## src/rtl/pipe_hazard_ctrl.sv

```systemverilog
// pipe_hazard_ctrl: central stall/flush sequencer for the 5-stage pipeline.
// Resolves load-use hazards with an ID_EX bubble, flushes IF_ID on a taken
// branch, and freezes the whole pipeline while a variable-latency data-memory
// access is outstanding. A watchdog moves to a terminal ERR state if the
// memory never acknowledges within TIMEOUT cycles.
//
// Ports:
//   clk_i, rst_i              clock (rising edge), async active-low reset
//   ID_EX_MemRead_i/RegRT_i   load in EX and its destination register
//   IF_ID_RegRS_i/RegRT_i     source registers of the instruction in ID
//   Branch_taken_i            branch resolved taken in ID
//   MEM_access_i, dmem_ack_i  memory access in MEM / completion this cycle
//   dmem_req_o                data memory request
//   *_we_o, IF_ID_flush_o,    pipeline register enables and NOP/bubble
//   ID_EX_bubble_o            controls (combinational, act this cycle)
//   err_o                     sticky memory-timeout error
//   stall_cnt_o               saturating count of frozen/stalled cycles
module pipe_hazard_ctrl #(
  parameter int unsigned TIMEOUT = 255,
  parameter int unsigned CNT_W   = 16
) (
  input  logic             clk_i,
  input  logic             rst_i,
  input  logic             ID_EX_MemRead_i,
  input  logic [4:0]       ID_EX_RegRT_i,
  input  logic [4:0]       IF_ID_RegRS_i,
  input  logic [4:0]       IF_ID_RegRT_i,
  input  logic             Branch_taken_i,
  input  logic             MEM_access_i,
  input  logic             dmem_ack_i,
  output logic             dmem_req_o,
  output logic             PC_we_o,
  output logic             IF_ID_we_o,
  output logic             IF_ID_flush_o,
  output logic             ID_EX_we_o,
  output logic             ID_EX_bubble_o,
  output logic             EX_MEM_we_o,
  output logic             MEM_WB_we_o,
  output logic             err_o,
  output logic [CNT_W-1:0] stall_cnt_o
);

  localparam int unsigned WAIT_W = 16;

  typedef enum logic [1:0] {
    RUN      = 2'd0,
    MEM_WAIT = 2'd1,
    ERR      = 2'd2
  } state_e;

  state_e             state_q, state_d;
  logic [WAIT_W-1:0]  wait_q, wait_d;
  logic [CNT_W-1:0]   stall_cnt_q, stall_cnt_d;
  logic               freeze_c;
  logic               load_use_c;
  logic               req_c;

  // Load in EX writes a register the instruction in ID reads ($0 never hazards).
  always_comb begin
    load_use_c = ID_EX_MemRead_i && (ID_EX_RegRT_i != 5'd0) &&
                 ((ID_EX_RegRT_i == IF_ID_RegRS_i) ||
                  (ID_EX_RegRT_i == IF_ID_RegRT_i));
  end

  // Next state, watchdog counter, freeze condition and raw memory request.
  always_comb begin
    state_d  = state_q;
    wait_d   = wait_q;
    freeze_c = 1'b0;
    req_c    = 1'b0;
    case (state_q)
      RUN: begin
        req_c = MEM_access_i;
        if (MEM_access_i && !dmem_ack_i) begin
          freeze_c = 1'b1;
          state_d  = MEM_WAIT;
          wait_d   = WAIT_W'(1);
        end
      end
      MEM_WAIT: begin
        req_c = 1'b1;
        if (dmem_ack_i) begin
          state_d = RUN;
          wait_d  = '0;
        end else begin
          freeze_c = 1'b1;
          if (wait_q == WAIT_W'(TIMEOUT)) begin
            state_d = ERR;
          end else begin
            wait_d = wait_q + WAIT_W'(1);
          end
        end
      end
      ERR: begin
        freeze_c = 1'b1;
      end
      default: begin
        state_d = RUN;
        wait_d  = '0;
      end
    endcase
  end

  // Saturating stall counter; ERR cycles are not counted.
  always_comb begin
    stall_cnt_d = stall_cnt_q;
    if ((state_q != ERR) && (freeze_c || load_use_c) && !(&stall_cnt_q)) begin
      stall_cnt_d = stall_cnt_q + CNT_W'(1);
    end
  end

  // Pipeline controls; priority reset > ERR/freeze > load-use > branch flush.
  always_comb begin
    dmem_req_o     = 1'b0;
    PC_we_o        = 1'b0;
    IF_ID_we_o     = 1'b0;
    IF_ID_flush_o  = 1'b0;
    ID_EX_we_o     = 1'b0;
    ID_EX_bubble_o = 1'b0;
    EX_MEM_we_o    = 1'b0;
    MEM_WB_we_o    = 1'b0;
    if (rst_i) begin
      dmem_req_o = req_c;
      if (!freeze_c) begin
        PC_we_o     = 1'b1;
        IF_ID_we_o  = 1'b1;
        ID_EX_we_o  = 1'b1;
        EX_MEM_we_o = 1'b1;
        MEM_WB_we_o = 1'b1;
        if (load_use_c) begin
          // Hold PC/IF_ID; a pending branch is re-evaluated next cycle.
          PC_we_o        = 1'b0;
          IF_ID_we_o     = 1'b0;
          ID_EX_bubble_o = 1'b1;
        end else if (Branch_taken_i) begin
          IF_ID_flush_o = 1'b1;
        end
      end
    end
  end

  // State, watchdog and counter registers.
  always_ff @(posedge clk_i or negedge rst_i) begin
    if (!rst_i) begin
      state_q     <= RUN;
      wait_q      <= '0;
      stall_cnt_q <= '0;
    end else begin
      state_q     <= state_d;
      wait_q      <= wait_d;
      stall_cnt_q <= stall_cnt_d;
    end
  end

  assign err_o       = (state_q == ERR);
  assign stall_cnt_o = stall_cnt_q;

endmodule

```

## config.mk

```make
export PLATFORM = sky130hd
export DESIGN_NAME = pipe_hazard_ctrl
export DESIGN_NICKNAME = d
export VERILOG_FILES = /design/src/rtl/pipe_hazard_ctrl.sv
export SDC_FILE = /design/constraint.sdc
export NUM_CORES = 1
export LEC_CHECK = 0
export CAP_MARGIN = 25
export CELL_PAD_IN_SITES_DETAIL_PLACEMENT = 2
export CELL_PAD_IN_SITES_GLOBAL_PLACEMENT = 2
export CORE_ASPECT_RATIO = 1.4
export CORE_MARGIN = 5
export CORE_UTILIZATION = 32
export CTS_CLUSTER_DIAMETER = 60
export DETAILED_ROUTE_END_ITERATION = 12
export PLACE_DENSITY = 0.88
export SYNTH_ARGS = -nofsm -noshare
export SYNTH_HDL_FRONTEND = slang
export SYNTH_SLANG_ARGS = --single-unit
```

## constraint.sdc

```tcl
create_clock -name clk_i -period 5 [get_ports clk_i]
set_input_delay 0.5 -clock clk_i [delete_from_list [all_inputs] [get_ports clk_i]]
set_output_delay 0.5 -clock clk_i [all_outputs]
set_load 0.01 [all_outputs]
```

==> impl_metrics.csv <==
group,metric,value,unit
floorplanning,initial_core_util,33.01,%
critical_path,arrival,2740,ps
finish,finalNonFillerCells,323,
clock_tree,postCtsSetupBuffers,0,
clock_tree,cts.sinks,34,
pwr,clkPwrFrac,28.5,%
sta,period_share,64.85,%
clock_tree,cts_buffer_depth,2,
clock_tree,ctsHoldBuffers,0,
yosys,netlist_top_cells_area,"dfrtp_1, xor2_1, xnor2_1",
floorplanning,io_pins,46,
route,via_count,1706,
floorplanning,die_h,102.0,µm
route,wl_per_cell,17.92,µm
critical_path,worst-path-max-fanout,4,
yosys,syn-num-nets,229,
clock_tree,htree_levels,2,
hold_path,min_from,"stall_cnt_o[10]",
sta,period_minus_slack,3242,ps
critical_path,r2r_cells,7,
yosys,synth_cell_type_count,38,
critical_path,end_kind,"output pin",
floorplanning,core,5863,µm²
yosys,yosysSeqAreaShare,43.96,%
floorplanning,die_area,7726,µm²
pwr,internal_power,0.5299,mW
hold_path,hold_path_depth,1,
pwr,p_switching,0.2496,mW
pwr,leakage,1.041,nW
placed_design,place_area,2434,µm²
critical_path,r2r_end,"wait_q[3]",
clock_tree,insertion_delay,290,ps
pwr,power_frac_seq,45.5,%
sta,fmax,308.4,MHz
yosys,synth-edff-count,0,
sta,rsz0062_at_grt,"false",
finish,layout-drive-gt1-share,5.929,%
sta,hold_slack,504.7,ps
grt,grt_pass1_wl,9915,µm
clock_tree,cts_tree,"built",
sta,slew_headroom,39.01,%
run_status,status,"finished, final reports clean",
sta,finalSetupTns,0,ps
pwr,switching_share,32.02,%
route,drc,0,
clock_tree,clk_pin_slew,70,ps
placed_design,dp_cells,315,
critical_path,path_cells,"clkdlybuf4s50_1 > or4_1 > o21ai_1 > nor2_1 > nor2_1 > and2_1 > clkdlybuf4s50_1",
hold_path,hold_class,"flop to flop",
floorplanning,rows,33,
sta,finalHoldViolCount,0,
sta,worst_pin_slew,908.7,ps
critical_path,rrSetupSlack,2580,ps
sta,finalSetupViolCount,0,
finish,finalInstanceArea,2529,µm²
placed_design,hpwl,4514,µm
finish,n_fill_cell,665,
critical_path,critical_path.max_stage_delay,550,ps
finish,num_antenna_cells,0,
hold_path,holdPathEnd,"stall_cnt_o[10]",
pwr,total_power,0.7795,mW
yosys,synth-seq-cells,34,
floorplanning,die_width,75.73,µm
grt,grt_pass1_vias,1997,
critical_path,required,4500,ps
yosys,synth_flop_cell,"dfrtp_1",
route,via_per_inst,5.282,
run,maxCapViolCount,0,
yosys,ys_warn_count,0,
yosys,post-synth-top-area-cell,"dfrtp_1",
clock_tree,cts_inserted_buffers,5,
critical_path,timing.rr.start,"wait_q[0]",
grt,antenna_found_initial,0,
route,ant_nets,0,
route,drtIter0Drc,61,
grt,grt_max_degree,37,
finish,area_growth,30.64,%
placed_design,place_congestion,0.8162,
placed_design,io_buffers,45,
critical_path,crit_path_start_kind,"input port",
route,routed_wirelength,5789,µm
yosys,avgSynthCellArea,9.396,µm²
sta,drv_slew,0,
grt,grtUsageTotal,16.95,%
pwr,combPwrFrac,26.0,%
critical_path,crit_slowest_cell,"or4_1",
route,firstDrtPassIters,4,
sta,fin_worst_skew,14.07,ps
yosys,netlist_area,1936,µm²
pwr,p_per_area,308.3,nW/µm²
clock_tree,cts_resized,0,
clock_tree,cts-root-buf,"clkbuf_8",
finish,fin_nets,275,
yosys,synth_top_area_share,43.96,%
yosys,postSynthCellCount,206,
yosys,synthArstFlopShare,100.0,%
grt,overflow,0,
pwr,ir_drop,215.6,µV
critical_path,crit_type,"input port to output pin",
==> flip-flops by register name (all words and copies together), names as in the netlist <==
register and flops:
stall_cnt_o 16, state_q 2, wait_q 16
==> cells by family (layout without fill, tap and decap cells) <==
family	Yosys count	count (layout)	synth area share, %
AND/OR/NAND/NOR	97	97	26.63
multiplexers	1	1	0.5817
AO/OA/AOI/OAI	23	23	7.628
adder cells (fa/ha/maj)	2	2	1.293
flip-flops	34	34	43.96
buffers and inverters	13	60	3.620
XOR/XNOR	36	36	16.29
==> power by group through the flow <==
| stage | clock, mW | sequential [mW] | combinational [mW] |
|---|---|---|---|
| after floorplan | 0 | 0.360 | 0.0848 |
| after global placement | 0 | 0.358 | 0.198 |
| after detailed placement | 0 | 0.359 | 0.205 |
| after CTS | 0.231 | 0.355 | 0.207 |
| after global routing | 0.241 | 0.361 | 0.224 |
| final | 0.222 | 0.354 | 0.203 |
==> worst max path at each step <==
| stage | from | endpoint | slack [ps] |
|---|---|---|---|
| floorplan | ID_EX_RegRT_i[1] | IF_ID_flush_o | 2780 |
| global placement | ID_EX_RegRT_i[1] | IF_ID_flush_o | 1840 |
| detailed placement | ID_EX_RegRT_i[1] | IF_ID_flush_o | 1750 |
| CTS | ID_EX_RegRT_i[1] | IF_ID_flush_o | 1750 |
| global route | ID_EX_RegRT_i[1] | IF_ID_flush_o | 1650 |
| finish | ID_EX_RegRT_i[1] | IF_ID_flush_o | 1760 |
==> per-layer routing <==
layer  vias up  track usage (%)  wire length [µm]
li1        815                -                 -
met1       860            18.94              2236
met2        24            31.80              3346
met3         7            3.543               140
met4         0            4.172                65
met5         -                0                 0
==> synthesized netlist by cell type, types with 2 or more instances <==
cell	instances
dfrtp_1	34
nor2_1	24
xor2_1	20
xnor2_1	16
nand3_1	14
nand4_1	11
and3_1	10
nand2_1	10
nor3_1	9
o21ai_0	8
inv_1	6
nor4_1	5
a31oi_1	4
and2_1	3
buf_4	3
nor3_2	3
o21ai_1	3
buf_2	2
ha_1	2
==> cell type report <==
class	count	area [µm²]	area share, %
multi-input combinational	159	1015	40.13
sequential	34	850.8	33.65
timing repair buffer	46	457.9	18.11
tap	70	87.58	3.464
clock buffer	6	82.58	3.266
inverter	6	22.52	0.8906
clock inverter	2	12.51	0.4948
==> critical path, delay by kind of cell <==
| kind | cells | cell delay (ps) |
|---|---|---|
| AO/OA/AOI/OAI | 1 | 280 |
| AND/OR/NAND/NOR | 4 | 960 |
| buffers and inverters | 2 | 1010 |
==> placed cells by master, fill, tap and decap left out, types with 2 or more instances in the layout <==
cell / instances
clkdlybuf4s50_1: 45
dfrtp_1: 34
nor2_1: 24
xor2_1: 20
xnor2_1: 16
nand3_1: 14
nand4_1: 11
and3_1: 10
nand2_1: 10
nor3_1: 9
o21ai_0: 8
inv_1: 6
clkbuf_8: 6
nor4_1: 5
a31oi_1: 4
nor3_2: 3
o21ai_1: 3
and2_1: 3
ha_1: 2
==> metrics by stage <==
step                util [%]  worst slack (ps)
detailed placement     41.51              1746
CTS                    43.13              1748
global placement       41.51              1840
floorplan                  -              2781
finish                 43.13              1758
global route           43.13              1651
Note: power is estimated with default switching activity, not from simulation.
